===== config.mk =====
export PLATFORM = sky130hd
export DESIGN_NAME = uart_tx_io_flat
export DESIGN_NICKNAME = d
export VERILOG_FILES = /design/src/rtl/uart_tx_io_if.sv /design/src/rtl/uart_tx_io.sv /design/src/flat_wrapper.sv
export SDC_FILE = /design/constraint.sdc
export NUM_CORES = 1
export LEC_CHECK = 0
export BUFFER_PORTS_ARGS = -buffer_cell sky130_fd_sc_hd__buf_2
export CAP_MARGIN = 20
export CORE_MARGIN = 2
export CORE_UTILIZATION = 53
export DETAILED_ROUTE_END_ITERATION = 12
export HOLD_SLACK_MARGIN = 0.15
export MAX_ROUTING_LAYER = met4
export PLACE_DENSITY = 0.77
export SYNTH_ARGS = -nofsm -noshare
export SYNTH_HDL_FRONTEND = slang
export SYNTH_SLANG_ARGS = --single-unit

===== constraint.sdc =====
create_clock -name clock -period 2.1 [get_ports clock]
set_input_delay 0.42 -clock clock [delete_from_list [all_inputs] [get_ports clock]]
set_output_delay 0.42 -clock clock [all_outputs]
set_load 0.02 [all_outputs]

===== src/rtl/uart_tx_io_if.sv =====
// CPU-side IO bus of the UART transmitter: write/read strobes, chip select,
// register offset, write data and combinational status read data.
// master = CPU / IO decode side, slave = uart_tx_io.
//   uarttxwrite  IOWrite strobe
//   uarttxread   IORead strobe
//   uarttxcs     chip select from the address decoder
//   uarttxaddr   register offset (2 bits)
//   uarttxwdata  write data (16 bits)
//   uarttxrdata  status read data (16 bits), driven by the slave
interface uart_tx_io_if;
  logic        uarttxwrite;
  logic        uarttxread;
  logic        uarttxcs;
  logic [1:0]  uarttxaddr;
  logic [15:0] uarttxwdata;
  logic [15:0] uarttxrdata;

  modport master (
    output uarttxwrite,
    output uarttxread,
    output uarttxcs,
    output uarttxaddr,
    output uarttxwdata,
    input  uarttxrdata
  );

  modport slave (
    input  uarttxwrite,
    input  uarttxread,
    input  uarttxcs,
    input  uarttxaddr,
    input  uarttxwdata,
    output uarttxrdata
  );
endinterface


===== src/rtl/uart_tx_io.sv =====
// Memory-mapped 8N1 UART transmitter with a small TX FIFO, plus the generic
// FIFO it is built on.
// uart_tx_io ports:
//   clock, reset   single clock, asynchronous active-high reset
//   bus            uart_tx_io_if.slave: write/read/cs/addr/wdata in, rdata out
//   tx             registered serial line, idles high
// Register map: 0 = DATA (push wdata[7:0]), 2 = CTRL (wdata[3] clears
// overflow) / STATUS read {count[7:0], 4'b0, overflow, busy, full, empty}.

// Generic synchronous FIFO, power-of-2 depth, pointers wrap naturally.
// Latency: a pushed entry is visible on pop_dat one edge after the push.
// Backpressure: push_rdy low when full (push dropped); pop_vld low when empty.
module sync_fifo #(
  parameter int WIDTH = 8,
  parameter int DEPTH = 8,
  localparam int AW = $clog2(DEPTH),
  localparam int CW = AW + 1
) (
  input  logic             clk,
  input  logic             rst,
  input  logic             push_vld,
  input  logic [WIDTH-1:0] push_dat,
  output logic             push_rdy,
  output logic             pop_vld,
  input  logic             pop_rdy,
  output logic [WIDTH-1:0] pop_dat,
  output logic [CW-1:0]    count
);
  logic [WIDTH-1:0] mem_q [DEPTH];
  logic [AW-1:0]    wr_ptr_q, wr_ptr_d;
  logic [AW-1:0]    rd_ptr_q, rd_ptr_d;
  logic [CW-1:0]    cnt_q, cnt_d;
  logic             push_fire, pop_fire;

  // Readiness depends only on the occupancy before the edge, so a push into
  // a full FIFO is refused even when a pop happens on the same edge.
  assign push_rdy  = (cnt_q != CW'(DEPTH));
  assign pop_vld   = (cnt_q != '0);
  assign push_fire = push_vld & push_rdy;
  assign pop_fire  = pop_vld & pop_rdy;
  assign pop_dat   = mem_q[rd_ptr_q];
  assign count     = cnt_q;

  always_comb begin
    wr_ptr_d = wr_ptr_q;
    rd_ptr_d = rd_ptr_q;
    cnt_d    = cnt_q;
    if (push_fire) wr_ptr_d = wr_ptr_q + AW'(1);
    if (pop_fire)  rd_ptr_d = rd_ptr_q + AW'(1);
    case ({push_fire, pop_fire})
      2'b10:   cnt_d = cnt_q + CW'(1);
      2'b01:   cnt_d = cnt_q - CW'(1);
      default: cnt_d = cnt_q;
    endcase
  end

  always_ff @(posedge clk or posedge rst) begin
    if (rst) begin
      wr_ptr_q <= '0;
      rd_ptr_q <= '0;
      cnt_q    <= '0;
    end else begin
      wr_ptr_q <= wr_ptr_d;
      rd_ptr_q <= rd_ptr_d;
      cnt_q    <= cnt_d;
    end
  end

  // Storage needs no reset: only entries between the pointers are ever read.
  always_ff @(posedge clk) begin
    if (push_fire) mem_q[wr_ptr_q] <= push_dat;
  end
endmodule

// CPU-writable UART transmitter: queues bytes and sends them as 8N1 frames.
// Latency: DATA write at edge N on an idle, empty block -> tx falls after N+1.
// Backpressure: none to the CPU; writes to a full FIFO are dropped, overflow set.
module uart_tx_io #(
  parameter int CLKS_PER_BIT = 180,
  parameter int FIFO_DEPTH   = 8
) (
  input  logic           clock,
  input  logic           reset,
  uart_tx_io_if.slave    bus,
  output logic           tx
);
  localparam int TW = $clog2(CLKS_PER_BIT);
  localparam int CW = $clog2(FIFO_DEPTH) + 1;

  typedef enum logic [1:0] {
    S_IDLE,
    S_START,
    S_DATA,
    S_STOP
  } state_t;

  state_t        state_q;
  logic [TW-1:0] timer_q;
  logic [2:0]    bit_idx_q;
  logic [7:0]    shreg_q;
  logic          tx_q;
  logic          overflow_q, overflow_d;

  logic          wr_en, data_wr, ctrl_wr, rd_sel;
  logic          fifo_push_rdy, fifo_pop_vld, fifo_pop_rdy;
  logic [7:0]    fifo_pop_dat;
  logic [CW-1:0] fifo_count;
  logic [15:0]   count_ext;
  logic          fifo_full, fifo_empty, busy, bit_done;
  logic          unused_bits;

  // Bus decode
  assign wr_en   = bus.uarttxwrite & bus.uarttxcs;
  assign data_wr = wr_en & (bus.uarttxaddr == 2'b00);
  assign ctrl_wr = wr_en & (bus.uarttxaddr == 2'b10);
  assign rd_sel  = bus.uarttxread & bus.uarttxcs & (bus.uarttxaddr == 2'b10);

  // The FIFO only pops while the transmitter is idle, so a byte pushed onto
  // an empty FIFO is first popped on the following edge.
  assign fifo_pop_rdy = (state_q == S_IDLE);

  sync_fifo #(
    .WIDTH (8),
    .DEPTH (FIFO_DEPTH)
  ) u_fifo (
    .clk      (clock),
    .rst      (reset),
    .push_vld (data_wr),
    .push_dat (bus.uarttxwdata[7:0]),
    .push_rdy (fifo_push_rdy),
    .pop_vld  (fifo_pop_vld),
    .pop_rdy  (fifo_pop_rdy),
    .pop_dat  (fifo_pop_dat),
    .count    (fifo_count)
  );

  assign fifo_full  = ~fifo_push_rdy;
  assign fifo_empty = ~fifo_pop_vld;
  assign busy       = (state_q != S_IDLE);
  assign bit_done   = (timer_q == TW'(CLKS_PER_BIT - 1));

  // Sticky overflow: set by a DATA write that found the FIFO full.
  always_comb begin
    overflow_d = overflow_q;
    if (data_wr && fifo_full)              overflow_d = 1'b1;
    if (ctrl_wr && bus.uarttxwdata[3])     overflow_d = 1'b0;
  end

  always_ff @(posedge clock or posedge reset) begin
    if (reset) overflow_q <= 1'b0;
    else       overflow_q <= overflow_d;
  end

  // Frame FSM. tx is a flop updated together with the state so the line never
  // glitches. The shift register moves right once per bit so shreg_q[0] is
  // always the next bit to send.
  always_ff @(posedge clock or posedge reset) begin
    if (reset) begin
      state_q   <= S_IDLE;
      timer_q   <= '0;
      bit_idx_q <= '0;
      shreg_q   <= '0;
      tx_q      <= 1'b1;
    end else begin
      case (state_q)
        S_IDLE: begin
          timer_q <= '0;
          if (fifo_pop_vld) begin
            shreg_q <= fifo_pop_dat;
            tx_q    <= 1'b0;
            state_q <= S_START;
          end
        end
        S_START: begin
          if (bit_done) begin
            timer_q   <= '0;
            bit_idx_q <= '0;
            tx_q      <= shreg_q[0];
            shreg_q   <= {1'b0, shreg_q[7:1]};
            state_q   <= S_DATA;
          end else begin
            timer_q <= timer_q + TW'(1);
          end
        end
        S_DATA: begin
          if (bit_done) begin
            timer_q <= '0;
            if (bit_idx_q == 3'd7) begin
              tx_q    <= 1'b1;
              state_q <= S_STOP;
            end else begin
              bit_idx_q <= bit_idx_q + 3'd1;
              tx_q      <= shreg_q[0];
              shreg_q   <= {1'b0, shreg_q[7:1]};
            end
          end else begin
            timer_q <= timer_q + TW'(1);
          end
        end
        S_STOP: begin
          if (bit_done) begin
            timer_q <= '0;
            state_q <= S_IDLE;
          end else begin
            timer_q <= timer_q + TW'(1);
          end
        end
        default: begin
          state_q <= S_IDLE;
          tx_q    <= 1'b1;
        end
      endcase
    end
  end

  assign tx = tx_q;

  // Status read; forced to zero while reset is held so the bus reads clean.
  assign count_ext = 16'(fifo_count);

  always_comb begin
    bus.uarttxrdata = 16'h0000;
    if (!reset && rd_sel)
      bus.uarttxrdata = {count_ext[7:0], 4'b0000, overflow_q, busy, fifo_full, fifo_empty};
  end

  assign unused_bits = ^{bus.uarttxwdata[15:8], count_ext[15:8]};
endmodule


===== src/flat_wrapper.sv =====
// flat-port wrapper written by rule: the top's interface ports become plain ports
module uart_tx_io_flat 
#(
  parameter int CLKS_PER_BIT = 180,
  parameter int FIFO_DEPTH   = 8
)
  (clock, reset, tx, bus_uarttxwrite, bus_uarttxread, bus_uarttxcs, bus_uarttxaddr, bus_uarttxwdata, bus_uarttxrdata);
  uart_tx_io_if bus_i ();
  input  logic clock;
  input  logic reset;
  output logic tx;
  input wire logic [$bits(bus_i.uarttxwrite)-1:0] bus_uarttxwrite;
  input wire logic [$bits(bus_i.uarttxread)-1:0] bus_uarttxread;
  input wire logic [$bits(bus_i.uarttxcs)-1:0] bus_uarttxcs;
  input wire logic [$bits(bus_i.uarttxaddr)-1:0] bus_uarttxaddr;
  input wire logic [$bits(bus_i.uarttxwdata)-1:0] bus_uarttxwdata;
  output wire logic [$bits(bus_i.uarttxrdata)-1:0] bus_uarttxrdata;
  assign bus_i.uarttxwrite = bus_uarttxwrite;
  assign bus_i.uarttxread = bus_uarttxread;
  assign bus_i.uarttxcs = bus_uarttxcs;
  assign bus_i.uarttxaddr = bus_uarttxaddr;
  assign bus_i.uarttxwdata = bus_uarttxwdata;
  assign bus_uarttxrdata = bus_i.uarttxrdata;
  uart_tx_io #(.CLKS_PER_BIT(CLKS_PER_BIT), .FIFO_DEPTH(FIFO_DEPTH)) u_core (.clock(clock), .reset(reset), .bus(bus_i), .tx(tx));
endmodule

==> impl_metrics.env, run 1 <==
export IMPL_drive_above_1_share=0.3179
export IMPL_drt_iter0_drc=107
export IMPL_wl_per_cell_um=17.17
export IMPL_ys_warn_count=0
export IMPL_synthTopCellsByArea="edfxtp_1, dfrtp_1, mux4_2, ha_1, xor2_1"
export IMPL_holdCritPathClass="in2reg"
export IMPL_register_area_mm2=0.002753
export IMPL_syn_avg_cell_area_um2=15.14
export IMPL_dp_hpwl_um=5267
export IMPL_synth_area_mm2=0.004344
export IMPL_clockRootBuffer="clkbuf_8"
export IMPL_clk_pin_slew_ps=110
export IMPL_reg2reg_slack_ps=40
export IMPL_crit_arrival_ps=2360
export IMPL_ys_seq_area_frac=0.6328
export IMPL_cts_num_sinks=97
export IMPL_drtAntennaViolNets=0
export IMPL_synthTopCellsByCount="edfxtp_1, dfrtp_1, mux4_2, nor2_1, nand2_1"
export IMPL_clkPwrFrac=0.188
export IMPL_finalNetCount=377
export IMPL_cts_tree="built"
export IMPL_cts_htree_levels=3
export IMPL_total_power_mw=6.372
export IMPL_synth_ff_type="edfxtp_1"
export IMPL_fp_row_count=33
export IMPL_hold_ws_ps=289.4
export IMPL_grt_start_max_net_pins=34
export IMPL_fin_crit_ps=2059
export IMPL_finalClockSkew_ps=13.92
export IMPL_power_density_mw_per_mm2=1273
export IMPL_p_leak_nw=1.967
export IMPL_finalSetupViolations=0
export IMPL_clk_latency_ps=370
export IMPL_numPortBuffers=23
export IMPL_via_count=2473
export IMPL_area_growth_pct=15.24
export IMPL_antenna_found_initial=0
export IMPL_ios=40
export IMPL_grt_use_total=0.1974
export IMPL_max_cap_viol_count=0
export IMPL_timing_final_hold_violations=0
export IMPL_ys_ff_latch=97
export IMPL_ys_types=47
export IMPL_setup_tns_ps=0
export IMPL_p_int_mw=4.181
export IMPL_initial_utilization=0.5368
export IMPL_drc=0
export IMPL_final_fill_count=591
export IMPL_synth_edf_count=64
export IMPL_crit_chain="nor4b_4 > nor3_2 > inv_1 > ha_2 > xor2_1 > ha_1 > a21oi_2 > xor2_1 > nor2_1 > xor2_1"
export IMPL_endpoint_kind="register"
export IMPL_startpoint_type="register"
export IMPL_combPwrFrac=0.404
export IMPL_maxSlewHeadroom=0.6434
export IMPL_reg2reg_depth=10
export IMPL_tightest_slew_ps=534.9
export IMPL_utilization=0.6186
export IMPL_grt_pass1_vias=2579
export IMPL_dieWidth_um=94.54
export IMPL_cts_buffers=9
export IMPL_timing_rr_end="u_core.u_fifo.count[2]$_DFFE_PP0P_"
export IMPL_ctsLongestPathBuffers=2
export IMPL_fin_cells=451
export IMPL_hold_depth=2
export IMPL_ys_async_sr_fraction=0.3402
export IMPL_core_mm2=0.008093
export IMPL_yosysTopAreaCell="edfxtp_1"
export IMPL_drt_total_wl_um=7744
export IMPL_vias_per_cell=5.483
export IMPL_min_to="u_core.overflow_q$_DFFE_PP0P_"
export IMPL_worst_setup_path_type="reg2reg"
export IMPL_cp_top_family="simple AND/OR/NAND/NOR gates"
export IMPL_grt_ovfl_total=0
export IMPL_hp_start="bus_uarttxaddr[1]"
export IMPL_n_antenna_cell=0
export IMPL_die_h_um=94.54
export IMPL_crit_cells=10
export IMPL_syn_instance_count=287
export IMPL_required_ps=2400
export IMPL_worstReg2RegStart="u_core.u_fifo.count[2]$_DFFE_PP0P_"
export IMPL_p_sw_mw=2.190
export IMPL_dr_pass1_iters=6
export IMPL_dieArea_mm2=0.008937
export IMPL_cp_max_fo=3
export IMPL_grt_first_pass_wirelength_um=12630
export IMPL_yosysMostFrequentCell="edfxtp_1"
export IMPL_seq_power_share=0.408
export IMPL_ir_drop_v=0.0006591
export IMPL_rsz0062_at_grt="true"
export IMPL_crit_buf_inv=1
export IMPL_dp_cells=433
export IMPL_slowest_stage="dfrtp_2"
export IMPL_yosysTopAreaCellShare=0.4424
export IMPL_cpMostUsedCell="xor2_1"
export IMPL_drv_slew=0
export IMPL_cp_slowest_stage_delay_ps=450
export IMPL_gp_congestion=0.7365
export IMPL_fmax_mhz=485.7
export IMPL_status="finished, final reports clean"
export IMPL_swShare=0.3438
export IMPL_post_route_period_util=0.9804
export IMPL_multiInputGateArea_mm2=0.001501
[per-stage QoR]
step	worst slack, ps	area (um2)
floorplan	9.388	4408
global placement	62.34	4778
detailed placement	17.68	4778
CTS	33.01	4990
global route	-83.98	5006
finish	41.14	5006
[cells in the final DEF (no fill, tap or decap), types with 3 or more instances in the layout]
cell      Yosys  routed
a22o_1        5       5
dfrtp_1      32      29
nand2b_1      7       7
buf_2         3      22
buf_4         8      29
o221ai_1      3       3
conb_1        1       8
o22ai_1       5       5
mux2i_1       4       4
and2_1        7       7
mux4_2       16      16
nand2_1      14      14
nor2b_1       6       5
xnor2_1       5       5
dfrtp_2       0       3
mux2_4        5       5
inv_1        11      11
ha_1         13      12
clkbuf_8      0       9
xor2_1        9       9
o21ai_0       7       6
a21oi_1       7       6
edfxtp_1     64      64
nor2_1       16      16
[power by group through the flow]
stage                     combinational [mW]  clock, mW  sequential [mW]
after floorplan                         1.90          0             2.55
after global placement                  2.43          0             2.63
after detailed placement                2.54          0             2.64
after CTS                               2.55       1.23             2.60
final                                   2.57       1.20             2.60
after global routing                    2.81       1.32             2.64
[kinds of logic after synthesis]
| family | count (synthesis) | share of synthesized area |
|---|---|---|
| other cells | 1 | 0.0008632 |
| buf+inv | 29 | 0.03629 |
| fa+ha+maj | 13 | 0.03744 |
| mux | 29 | 0.1198 |
| simple gates | 71 | 0.09102 |
| flops | 97 | 0.6328 |
| xor+xnor | 14 | 0.02823 |
| compound gates | 33 | 0.05357 |
[registers in the layout (all words and copies together) (netlist names)]
signal,count
u_core.timer_q,8
u_core.u_fifo.count,4
u_core.overflow_q,1
u_core.state_q,2
u_core.u_fifo.rd_ptr_q,3
u_core.tx,1
u_core.shreg_q,8
u_core.u_fifo.mem_q,64
u_core.bit_idx_q,3
u_core.u_fifo.wr_ptr_q,3
[timing repair]
item / 4_1_cts / 5_1_grt
hold buffers: 1 / 0
gates resized for setup: 0 / 5
setup buffers: 0 / 1
setup endpoints to repair: 0 / 2
endpoints found under the hold margin: 24 / 0
[worst reg2reg max path, cell delays in order (launching register included)]
cell	delay [ps]
dfrtp_2	450
nor4b_4	380
nor3_2	100
inv_1	90
ha_2	190
xor2_1	150
ha_1	180
a21oi_2	40
xor2_1	130
nor2_1	120
xor2_1	160
[worst max-delay path by stage]
| stage | endpoint | startpoint | slack (ps) |
|---|---|---|---|
| floorplan | u_core.u_fifo.count[2]$_DFFE_PP0P_ | u_core.u_fifo.count[3]$_DFFE_PP0P_ | 9 |
| global placement | u_core.u_fifo.count[2]$_DFFE_PP0P_ | bus_uarttxaddr[0] | 60 |
| detailed placement | u_core.u_fifo.count[2]$_DFFE_PP0P_ | bus_uarttxaddr[0] | 20 |
| CTS | u_core.u_fifo.count[2]$_DFFE_PP0P_ | u_core.u_fifo.count[0]$_DFFE_PP0P_ | 30 |
| global route | u_core.u_fifo.count[2]$_DFFE_PP0P_ | u_core.u_fifo.count[2]$_DFFE_PP0P_ | -80 |
| finish | u_core.u_fifo.count[2]$_DFFE_PP0P_ | u_core.u_fifo.count[2]$_DFFE_PP0P_ | 40 |
[layout make-up]
class                           instances  area share
Multi-Input combinational cell        168      0.2999
Sequential cell                        97      0.5499
Clock inverter                          7     0.01550
Clock buffer                            9     0.02474
Timing Repair Buffer                   54     0.07548
Inverter                               11    0.008248
Tap cell                              105     0.02624
[per-layer routing]
metal	global-route usage	up-vias	part of all wire
li1	-	1156	-
met1	0.2462	1262	0.43
met2	0.3220	43	0.52
met3	0.05507	12	0.034
met4	0.05193	0	0.013
met5	-	-	0
No activity file was read; power rests on OpenSTA's default activity.
==> run 2, diff against run 1 <==
--- a/config.mk
+++ b/config.mk
@@ -5,14 +5,15 @@
 export SDC_FILE = /design/constraint.sdc
 export NUM_CORES = 1
 export LEC_CHECK = 0
+export ABC_AREA = 1
 export BUFFER_PORTS_ARGS = -buffer_cell sky130_fd_sc_hd__buf_2
 export CAP_MARGIN = 20
-export CORE_MARGIN = 2
 export CORE_UTILIZATION = 53
 export DETAILED_ROUTE_END_ITERATION = 12
 export HOLD_SLACK_MARGIN = 0.15
 export MAX_ROUTING_LAYER = met4
 export PLACE_DENSITY = 0.77
+export REMOVE_ABC_BUFFERS = 1
 export SYNTH_ARGS = -nofsm -noshare
 export SYNTH_HDL_FRONTEND = slang
 export SYNTH_SLANG_ARGS = --single-unit
==> run 2 against run 1 <==
Against the previous run: flip-flop and latch count did not move; die area grew 0.21%; core utilization decreased by 0.68 points; synthesized cell count is 61% higher.
==> impl_metrics.env, run 2 <==
export IMPL_status="finished, final reports clean"
export IMPL_p_leak_nw=2.249
export IMPL_crit_chain="nor2_4 > nand3_2 > nand2_2 > inv_1 > ha_1 > xor2_2 > ha_1 > a21oi_1 > xor2_1 > o21ai_0"
export IMPL_postLayoutCellArea_mm2=0.005052
export IMPL_grt_ovfl_total=0
export IMPL_drt_iter0_drc=180
export IMPL_dp_slack_ps=66.92
export IMPL_reg2reg_slack_ps=170
export IMPL_required_ps=2350
export IMPL_clk_latency_ps=370
export IMPL_dr_pass1_iters=5
export IMPL_endpoint_kind="register"
export IMPL_cts_htree_levels=3
export IMPL_via_count=3187
export IMPL_grt_first_pass_wirelength_um=13570
export IMPL_synth_ff_type="edfxtp_1"
export IMPL_setup_tns_ps=0
export IMPL_max_cap_viol_count=0
export IMPL_synthTopCellsByArea="edfxtp_1, dfrtp_1, nand2_1, nand3_1, inv_1"
export IMPL_largest_reg_flops=64
export IMPL_drive_above_1_share=0.1631
export IMPL_ys_async_sr_fraction=0.3402
export IMPL_drtAntennaViolNets=0
export IMPL_clockRootBuffer="clkbuf_8"
export IMPL_layout_common_cells="nand2_1, edfxtp_1, nand3_1"
export IMPL_syn_instance_count=463
export IMPL_slowest_stage="dfrtp_2"
export IMPL_cp_top_family="flip-flops"
export IMPL_dieArea_mm2=0.008956
export IMPL_ctsLongestPathBuffers=2
export IMPL_cp_startpoint="u_core.u_fifo.count[1]$_DFFE_PP0P_"
export IMPL_synth_area_mm2=0.004548
export IMPL_register_area_mm2=0.002750
export IMPL_numPortBuffers=23
export IMPL_initial_utilization=0.5508
export IMPL_fp_row_count=33
export IMPL_fmax_mhz=518.4
export IMPL_synthTopCellsByCount="nand2_1, edfxtp_1, nand3_1"
export IMPL_yosysTopAreaCellShare=0.4226
export IMPL_final_fill_count=648
export IMPL_maxSlewHeadroom=0.6036
export IMPL_cp_slowest_stage_delay_ps=440
export IMPL_clk_pin_slew_ps=100
export IMPL_worst_setup_path_type="reg2reg"
export IMPL_holdCritPathClass="in2async"
export IMPL_crit_buf_inv=1
export IMPL_cts_hold_buffers=0
export IMPL_fin_crit_ps=1929
export IMPL_syn_avg_cell_area_um2=9.823
export IMPL_ys_types=33
export IMPL_power_density_mw_per_mm2=753.6
export IMPL_gp_congestion=0.7956
export IMPL_timing_final_hold_violations=0
export IMPL_yosysTopAreaCell="edfxtp_1"
export IMPL_finalSetupViolations=0
export IMPL_area_growth_pct=11.09
export IMPL_ys_warn_count=0
export IMPL_ys_seq_area_frac=0.6044
export IMPL_top_register="u_core.u_fifo.mem_q"
export IMPL_ir_drop_v=0.0004640
export IMPL_ys_ff_latch=97
export IMPL_yosysMostFrequentCell="nand2_1"
export IMPL_dieWidth_um=94.64
export IMPL_top_regs="u_core.u_fifo.mem_q x64, u_core.shreg_q x8, u_core.timer_q x8"
export IMPL_drc=0
export IMPL_drt_total_wl_um=8412
export IMPL_grt_use_total=0.2108
export IMPL_cpMostUsedCell="ha_1"
export IMPL_post_route_period_util=0.9185
export IMPL_antenna_found_initial=0
export IMPL_ios=40
export IMPL_total_power_mw=3.807
export IMPL_tightest_slew_ps=593.9
export IMPL_cp_max_fo=4
export IMPL_finalClockSkew_ps=10.94
export IMPL_wl_per_cell_um=13.70
export IMPL_multiInputGateArea_mm2=0.001518
export IMPL_drv_slew=0
export IMPL_cts_buffers=9
export IMPL_worstReg2RegStart="u_core.u_fifo.count[1]$_DFFE_PP0P_"
export IMPL_cts_tree="built"
export IMPL_n_antenna_cell=0
export IMPL_cts_num_sinks=97
export IMPL_crit_arrival_ps=2180
export IMPL_startpoint_type="register"
export IMPL_synth_edf_count=64
export IMPL_placed_cell_area_mm2=0.004816
export IMPL_post_route_worst_setup_slack_ps=171.1
export IMPL_final_common_cell="nand2_1"
export IMPL_vias_per_cell=5.191
export IMPL_dp_hpwl_um=5550
export IMPL_grt_pass1_vias=3068
export IMPL_core_mm2=0.008258
export IMPL_finalNetCount=540
export IMPL_die_h_um=94.64
export IMPL_grt_start_max_net_pins=34
-- run 2: changes by cell type in the layout (fill, tap and decap cells not counted), moves of 7 or more --
cell | previous run | this run
and2_1 | 7 | 0
buf_4 | 29 | 22
inv_1 | 11 | 44
mux4_2 | 16 | 0
nand2_1 | 14 | 126
nand2b_1 | 7 | 0
nand3_1 | 2 | 59
nor2_1 | 16 | 41
-- run 2: kinds of logic (layout without fill, tap and decap cells) --
group	Yosys count	in the layout	share of synthesized area
other	1	8	0.0008245
flip-flops	97	97	0.6044
buffers and inverters	70	109	0.07208
XOR/XNOR	10	10	0.01926
AND/OR/NAND/NOR	252	252	0.2435
AO/OA/AOI/OAI	20	20	0.02421
adder cells (fa/ha/maj)	13	13	0.03576
-- run 2: layout make-up --
type | instances | share of cell area
flip-flops and latches | 97 | 0.5443
multi-input cells | 303 | 0.3004
repair buffers | 45 | 0.05547
inverters | 48 | 0.03566
well taps | 105 | 0.02600
clock buffers | 9 | 0.02452
clock inverters | 7 | 0.01362
-- run 2: worst register-to-register path: stages, from the launching register on --
cell	delay, ps
dfrtp_2	440
nor2_4	170
nand3_2	100
nand2_2	90
inv_1	50
ha_1	230
xor2_2	180
ha_1	190
a21oi_1	140
xor2_1	160
o21ai_0	90
-- run 2: where the power goes --
group	total [mW]	switching, mW	internal (mW)
Clock	1.16	0.696	0.464
Combinational	0.454	0.290	0.165
Sequential	2.19	0.0654	2.13
Total	3.81	1.05	2.76
-- run 2: routing by layer --
metal	share of wire	global-route usage	vias up
li1	-	-	1583
met1	0.41	0.2531	1505
met2	0.52	0.3423	88
met3	0.058	0.04106	11
met4	0.014	0.1010	0
met5	0	-	-
-- run 2: repair_timing --
| action | 4_1_cts | 5_1_grt |
|---|---|---|
| setup endpoints to repair | 0 | 1 |
| resized for setup | 0 | 6 |
| buffers inserted | 0 | 3 |
-- run 2: final timing paths --
kind	endpoint	cells after the start
setup / recovery	u_core.u_fifo.count[2]$_DFFE_PP0P_	10
hold reg to reg	u_core.timer_q[0]$_DFF_PP0_	1
max in group asynchronous	u_core.tx$_DFFE_PP1P_	3
min in group clock	u_core.u_fifo.mem_q[7][7]$_DFFE_PP_	1
setup reg to reg	u_core.u_fifo.count[2]$_DFFE_PP0P_	10
hold / removal	u_core.timer_q[2]$_DFF_PP0_	3
-- run 2: metrics by stage --
stage / utilization / hold slack, ps / cells
2_1_floorplan: - / 432.9 / 448
3_3_place_gp: 0.5832 / 445.7 / 595
3_5_place_dp: 0.5832 / 453.8 / 595
4_1_cts: 0.6065 / 194.1 / 611
5_1_grt: 0.6118 / 201.7 / 614
6_report: 0.6118 / 183.5 / 614
